`config.mk`:
```
export PLATFORM = sky130hd
export DESIGN_NAME = stopwatch_ctrl
export DESIGN_NICKNAME = d
export VERILOG_FILES = /design/src/rtl/stopwatch_ctrl_pkg.sv /design/src/rtl/stopwatch_ctrl_btn_debounce.sv /design/src/rtl/stopwatch_ctrl.sv
export SDC_FILE = /design/constraint.sdc
export NUM_CORES = 1
export LEC_CHECK = 0
export ABC_AREA = 0
export CAP_MARGIN = 5
export CELL_PAD_IN_SITES_DETAIL_PLACEMENT = 0
export CELL_PAD_IN_SITES_GLOBAL_PLACEMENT = 1
export CORE_MARGIN = 2
export CORE_UTILIZATION = 42
export DETAILED_ROUTE_END_ITERATION = 12
export GPL_TIMING_DRIVEN = 0
export PLACE_DENSITY_LB_ADDON = 0.1
export SYNTH_ARGS = -nofsm -noshare
export SYNTH_HDL_FRONTEND = slang
export SYNTH_HIERARCHICAL = 1
export SYNTH_SLANG_ARGS = --single-unit
```
`constraint.sdc`:
```
create_clock -name clk_milisec -period 3.4 [get_ports clk_milisec]
set_input_delay 0.34 -clock clk_milisec [delete_from_list [all_inputs] [get_ports clk_milisec]]
set_output_delay 0.34 -clock clk_milisec [all_outputs]
set_load 0.01 [all_outputs]
```
`src/rtl/stopwatch_ctrl_pkg.sv`:
```
// Shared types and constants for the stopwatch control path and its display packing.
// Digit indices follow cnt_bcd packing: centiseconds in the low nibbles, hours in the top.
package stopwatch_pkg;

  localparam int BCD_DIGITS = 8;
  localparam int DIGIT_W    = 4;
  localparam int BCD_W      = BCD_DIGITS * DIGIT_W;

  localparam int CENT_0 = 0;
  localparam int CENT_1 = 1;
  localparam int SEC_0  = 2;
  localparam int SEC_1  = 3;
  localparam int MIN_0  = 4;
  localparam int MIN_1  = 5;
  localparam int HR_0   = 6;
  localparam int HR_1   = 7;

  typedef enum logic [2:0] {
    IDLE     = 3'd0,
    RUN      = 3'd1,
    RUN_LAP  = 3'd2,
    STOP     = 3'd3,
    STOP_LAP = 3'd4
  } state_t;

  function automatic logic [DIGIT_W-1:0] bcd_digit(input logic [BCD_W-1:0] bcd, input int idx);
    return bcd[idx*DIGIT_W +: DIGIT_W];
  endfunction

endpackage

```
`src/rtl/stopwatch_ctrl_btn_debounce.sv`:
```
// Raw button -> 2-FF sync -> level debouncer -> registered 1-cycle press pulse.
// Latency raw press to pulse: 2 + DEBOUNCE_MS + 1 cycles; no backpressure, release is silent.
module btn_debounce #(
  parameter int DEBOUNCE_MS = 20,
  parameter int CNT_W       = 8
) (
  input  logic clk_milisec,
  input  logic rst,
  input  logic btn,
  output logic press
);

  localparam logic [CNT_W-1:0] LAST = CNT_W'(DEBOUNCE_MS - 1);

  logic             sync_0;
  logic             sync_1;
  logic [1:0]       sync_fill;
  logic             level;
  logic             level_q;
  logic             armed;
  logic [CNT_W-1:0] cnt;

  always_ff @(posedge clk_milisec) begin
    if (rst) begin
      sync_0    <= 1'b0;
      sync_1    <= 1'b0;
      sync_fill <= 2'b00;
      level     <= 1'b0;
      level_q   <= 1'b0;
      armed     <= 1'b0;
      cnt       <= '0;
      press     <= 1'b0;
    end else begin
      sync_0    <= btn;
      sync_1    <= sync_0;
      sync_fill <= {sync_fill[0], 1'b1};

      // A button held through reset must be seen released before its next rise counts.
      if (sync_fill[1] && !sync_1) begin
        armed <= 1'b1;
      end

      if (sync_1 != level) begin
        if (cnt == LAST) begin
          level <= ~level;
          cnt   <= '0;
        end else begin
          cnt <= cnt + 1'b1;
        end
      end else begin
        cnt <= '0;
      end

      level_q <= level;
      press   <= level & ~level_q & armed;
    end
  end

endmodule

```
`src/rtl/stopwatch_ctrl.sv`:
```
// Stopwatch control: debounced start/split buttons drive a 5-state FSM, lap freeze and display mux.
// Latency: state moves 1 cycle after a press pulse; disp_bcd is 0-cycle from cnt_bcd; no backpressure.
module stopwatch_ctrl
  import stopwatch_pkg::*;
#(
  parameter int DEBOUNCE_MS = 20,
  parameter int CNT_W       = 8
) (
  input  logic             clk_milisec,
  input  logic             rst,
  input  logic             btn_start,
  input  logic             btn_split,
  input  logic [BCD_W-1:0] cnt_bcd,
  output logic             cnt_en,
  output logic             cnt_clr,
  output logic [BCD_W-1:0] disp_bcd,
  output logic             disp_frozen,
  output logic [2:0]       state_o
);

  state_t           state;
  logic             start_p;
  logic             split_p;
  logic             rst_q;
  logic [BCD_W-1:0] lap_q;

  btn_debounce #(.DEBOUNCE_MS(DEBOUNCE_MS), .CNT_W(CNT_W)) u_db_start (
    .clk_milisec (clk_milisec),
    .rst         (rst),
    .btn         (btn_start),
    .press       (start_p)
  );

  btn_debounce #(.DEBOUNCE_MS(DEBOUNCE_MS), .CNT_W(CNT_W)) u_db_split (
    .clk_milisec (clk_milisec),
    .rst         (rst),
    .btn         (btn_split),
    .press       (split_p)
  );

  // Start has priority: every branch tests start_p before split_p.
  always_ff @(posedge clk_milisec) begin
    if (rst) begin
      state   <= IDLE;
      lap_q   <= '0;
      cnt_clr <= 1'b1;
      rst_q   <= 1'b1;
    end else begin
      rst_q   <= 1'b0;
      cnt_clr <= rst_q;
      case (state)
        IDLE: begin
          if (start_p) state <= RUN;
        end
        RUN: begin
          if (start_p) begin
            state <= STOP;
          end else if (split_p) begin
            state <= RUN_LAP;
            lap_q <= cnt_bcd;
          end
        end
        RUN_LAP: begin
          if (start_p)      state <= STOP_LAP;
          else if (split_p) state <= RUN;
        end
        STOP: begin
          if (start_p) begin
            state <= RUN;
          end else if (split_p) begin
            state   <= IDLE;
            cnt_clr <= 1'b1;
          end
        end
        STOP_LAP: begin
          if (start_p)      state <= RUN_LAP;
          else if (split_p) state <= STOP;
        end
        default: state <= IDLE;
      endcase
    end
  end

  assign cnt_en      = (state == RUN) || (state == RUN_LAP);
  assign disp_frozen = (state == RUN_LAP) || (state == STOP_LAP);
  assign disp_bcd    = disp_frozen ? lap_q : cnt_bcd;
  assign state_o     = state;

endmodule
```
Word level (Yosys, flattened, before mapping)

Cells that the tools add are included.

Register bits: 69
Output and inout port bits: 38
Word-level logic and storage cells: 78

Add/subtract/negate cells: 2
Eq/ne operators: 13
Multiplexer cells: 17
Bitwise logic cells: 11
Reductions and logical operators: 13

Operators by type and width:

| kind                  | count |
|---|---|
| $mux W32              | 1 |
| $mux W3               | 9 |
| $add A8 B1 Y8 const B | 2 |
| $eq A8 B5 Y1 const B  | 2 |
| $pmux W3 S5           | 1 |
| $ne A3 B1 Y1 const B  | 4 |
| $not A1 Y1            | 7 |
| $eq A3 B2 Y1 const B  | 2 |
| $mux W1               | 6 |
| $reduce_or A3 Y1      | 2 |
| $reduce_and A5 Y1     | 1 |
| $and A1 B1 Y1         | 4 |
| $reduce_and A2 Y1     | 2 |
| $eq A3 B1 Y1 const B  | 1 |
| $eq A3 B3 Y1 const B  | 1 |
| $logic_not A3 Y1      | 1 |
| $reduce_and A3 Y1     | 1 |
| $logic_and A1 B1 Y1   | 2 |
| $logic_not A1 Y1      | 2 |
| $logic_or A1 B1 Y1    | 2 |
| $ne A1 B1 Y1          | 2 |
| $ne A2 B1 Y1 const B  | 1 |

Logic depth before layout (Yosys ltp)

Word-level depth: 3
Mapped depth: 5
Mapped depth without buffers: 4

Modules after synthesis

The synthesis kept the hierarchy.

Modules (own cells, without submodules):

| module         | instances | cells each | area each (um^2) |
|---|---|---|---|
| stopwatch_ctrl | 1         | 203        | 2137.0 |
| btn_debounce   | 2         | 57         | 569.3 |

Least setup slack after synthesis

OpenSTA, ideal clock, no wires.

Path kind: register -> output
Start point: register state[2] (netlist: state_o[2])
End point: output disp_bcd[22]
Arrival time: 1344 ps
Required time: 3060 ps
Setup slack: 1716 ps
Cell stages (with the launch flop): 6
Cells stage by stage: dfxtp_1 buf_4 xnor2_2 nor2_4 buf_4 mux2_2

Cells in the longest elaborated chain, start to end: 3
Elaborated cells on any way between the ends: 4
Those cells by class: eq/ne: 2; mux: 1; reduce/logical: 1

Ends and longest elaborated chain:

| element                                      | line                 | source |
|---|---|---|
| start, declared                              | stopwatch_ctrl.sv:21 | `state_t state;` |
| start signal, assigned                       | stopwatch_ctrl.sv:44 | `state <= IDLE;` |
| start signal, assigned                       | stopwatch_ctrl.sv:53 | `if (start_p) state <= RUN;` |
| start signal, assigned                       | stopwatch_ctrl.sv:57 | `state <= STOP;` |
| $eq A3 B2 Y1 or $eq A3 B3 Y1 (tied branches) | stopwatch_ctrl.sv:85 | `assign disp_frozen = (state == RUN_LAP) \|\| (state == STOP_LAP);` |
| $logic_or A1 B1 Y1 *                         | stopwatch_ctrl.sv:85 |  |
| net disp_frozen                              | stopwatch_ctrl.sv:17 | `output logic disp_frozen,` |
| $mux W32 *                                   | stopwatch_ctrl.sv:86 | `assign disp_bcd = disp_frozen ? lap_q : cnt_bcd;` |
| end, declared                                | stopwatch_ctrl.sv:16 | `output logic [BCD_W-1:0] disp_bcd,` |

The timed path passes the listed nets; every way through them passes the cells marked *.

Final worst setup path

Start point: register state[2] (netlist: state_o[2])
End point: output disp_bcd[11]

Cells in the longest elaborated chain, start to end: 3
Elaborated cells on any way between the ends: 4
Those cells by class: eq/ne: 2; mux: 1; reduce/logical: 1

Ends and longest elaborated chain:

| element                                      | line |
|---|---|
| $eq A3 B2 Y1 or $eq A3 B3 Y1 (tied branches) | stopwatch_ctrl.sv:85 |
| $logic_or A1 B1 Y1 *                         | stopwatch_ctrl.sv:85 |
| $mux W32 *                                   | stopwatch_ctrl.sv:86 |

Every way passes the cells marked *; elsewhere a longest branch is shown, timed or not.

==> impl_metrics.py <==
metrics = {
    "run_status": {
        "status": "finished, final reports clean",
    },
    "logic_synthesis": {
        "synth_edf_count": 0,
        "synth_top_area_cell": "dfxtp_1",
        "ys_warn_count": 6,
        "synthSimpleGateAreaFrac_pct": 23.6,
        "yosysMostFrequentCell": "dfxtp_1",
        "seq_area_frac_synth_pct": 42.2,
        "synth_cell_types": 38,
        "synth_top_area_share_pct": 42.2,
        "synth_top_family_by_area": "simple AND/OR/NAND/NOR gates",
        "synth_commonest_cells": "dfxtp_1, nand2b_1, mux2i_1, mux2_2, nor2_1",
        "muxShareOfSynthArea_pct": 21.4,
        "synth_cells": 317,
        "synth-seq-cells": 69,
        "syn_nets": 355,
        "synthArstFlopShare_pct": 0,
        "synth_area_sq_um": 3280,
        "yosys.area_share.adder_pct": 0.764,
        "synth.area.top_cells": "dfxtp_1, nand2b_1, mux2i_1",
        "synthFlopType": "dfxtp_1",
        "synth_xor_area_share_pct": 2.64,
        "synth-compound-area-share_pct": 5.04,
        "avgSynthCellArea_sq_um": 10.3,
    },
    "grt": {
        "first_global_vias": 2454,
        "grt_pass1_wl_um": 11100,
        "antenna_found_initial": 0,
        "grt_remaining_overflow": 0,
        "grt_max_degree": 23,
        "grt_usage_pct": 16.2,
    },
    "routing": {
        "ant_nets": 0,
        "drtIter0Drc": 57,
        "firstDrtPassIters": 4,
        "vias": 2459,
        "drc": 0,
        "via_per_inst": 4.84,
        "routed_wl_um": 6480,
        "wl_per_cell_um": 12.8,
    },
    "final_layout": {
        "area_delta_synth_final_pct": 31.8,
        "drive_gt1_share_pct": 16.3,
        "fin_nets": 439,
        "num_antenna_cells": 0,
        "fin_cells": 508,
        "finish.instance_area_sq_um": 4320,
    },
    "timing": {
        "worst-slew-pin-transition_ns": 0.784,
        "fin_crit_ns": 2.61,
        "hold_violations": 0,
        "setup_viol": 0,
        "final_max_slew_viol_count": 0,
        "grt_setup_unrepaired": "no",
        "max_freq_mhz": 384,
        "finalCritPeriodShare_pct": 76.6,
        "setup-tns-final_ns": 0,
        "slew_headroom_pct": 47.5,
        "finalClockSkew_ns": 0.00565,
    },
    "clock_network": {
        "hold_buffers": 0,
        "clk_pin_slew_ns": 0.08,
        "cts_repair_resize_count": 0,
        "cts_tree": "done",
        "cts_root_buffer": "clkbuf_8",
        "clk_latency_ns": 0.34,
        "cts.sinks": 69,
        "postCtsSetupBuffers": 0,
        "htreeDepth": 3,
        "cts_buffers": 9,
        "cts_buffer_depth": 2,
    },
    "power_and_ir_drop": {
        "p_leak_nw": 1.48,
        "p_per_area_nw_per_um2": 369,
        "ir_drop_mv": 0.273,
    },
    "placement": {
        "portBuffers": 73,
        "dp_hpwl_um": 4640,
        "dp_cells": 492,
        "dpl_cell_area_sq_um": 4130,
        "place.gp.congestion": 0.761,
    },
    "floorplanning": {
        "io_pins": 74,
        "fp.dieH_um": 92.3,
        "core_sq_um": 7650,
        "start_util_pct": 42.8,
        "die_x_um": 92.3,
        "dieArea_sq_um": 8520,
        "rows": 32,
    },
    "hold_path": {
        "hp-class": "reg2reg",
    },
    "critical_path": {
        "startpoint_type": "register",
        "crit_arrival_ns": 2.27,
        "crit_path_max_fanout": 10,
        "required_ns": 3.06,
        "end_kind": "output pin",
        "critPathKind": "reg2out",
    },
    "job": {
        "drv_cap": 0,
    },
}
## critical path: stages, from the launching register on
cell	delay, ns
dfxtp_1	0.32
buf_4	0.17
xnor2_2	0.15
nor2_4	0.18
buf_4	0.23
mux2_2	0.35
clkdlybuf4s50_1	0.52
## through the flow
| stage | total power [mW] | util (%) | hold slack [ns] | setup WS (ns) |
|---|---|---|---|---|
| detailed placement | 1.00 | 54.1 | 0.420 | 0.964 |
| global placement | 1.00 | 54.1 | 0.420 | 0.900 |
| finish | 1.59 | 56.5 | 0.439 | 0.795 |
| CTS | 1.62 | 56.5 | 0.441 | 0.757 |
| global route | 1.67 | 56.5 | 0.461 | 0.679 |
| floorplan | 0.902 | - | 0.368 | 1.72 |
## path summary, 6_finish.rpt
kind	to	start	slack, ns	cells past startpoint
max reg2reg	lap_q[8]	state_o[0]	1.88	5
min	u_db_start/sync_1	u_db_start/sync_0	0.44	1
max	disp_bcd[11]	state_o[2]	0.79	6
min reg2reg	u_db_start/sync_1	u_db_start/sync_0	0.44	1
## cells by family after synthesis
| logic type | after synthesis |
|---|---|
| XOR/XNOR | 9 |
| AND/OR/NAND/NOR | 122 |
| buffers and inverters | 23 |
| AO/OA/AOI/OAI | 26 |
| adder cells (fa/ha/maj) | 2 |
| flip-flops | 69 |
| multiplexers | 66 |
## metal layers
metal | part of all wire [%] | routed length (um) | vias up | track usage, %
met4 | 1.3 | 82 | 0 | 6.34
li1 | - | - | 1258 | -
met1 | 46 | 2980 | 1148 | 20.1
met2 | 48 | 3120 | 45 | 26.6
met5 | 0 | 0 | - | 0
met3 | 4.4 | 288 | 8 | 4.72
## state kept, by name, indices dropped and copies added (netlist names), 2 cells and up
register	count
lap_q	32
state_o	3
u_db_split/cnt	8
u_db_split/sync_fill	2
u_db_start/cnt	8
u_db_start/sync_fill	2
## placed cells by master, fill, tap and decap left out, drive strengths merged, types with 8 or more instances in the layout
cell type,count
or3,10
clkbuf,17
buf,9
nand2b,64
a21oi,11
nor2,14
inv,9
dfxtp,69
nor2b,13
o21ai,8
clkdlybuf4s50,73
mux2,32
mux2i,34
## where the power goes
group	switching, mW	internal, mW	total, mW
Clock	0.325	0.289	0.614
Combinational	0.0577	0.104	0.162
Sequential	0.00307	0.816	0.819
## area by class of cell
class	instances	area [sq um]
Inverter	7	26.3
Clock inverter	6	46.3
Fill cell	675	3330
Clock buffer	10	138
Sequential cell	69	1380
Multi-Input combinational cell	225	1750
Timing Repair Buffer	73	731
Tap cell	102	128
Buffer	16	118
(Power assumes the default switching activity.)
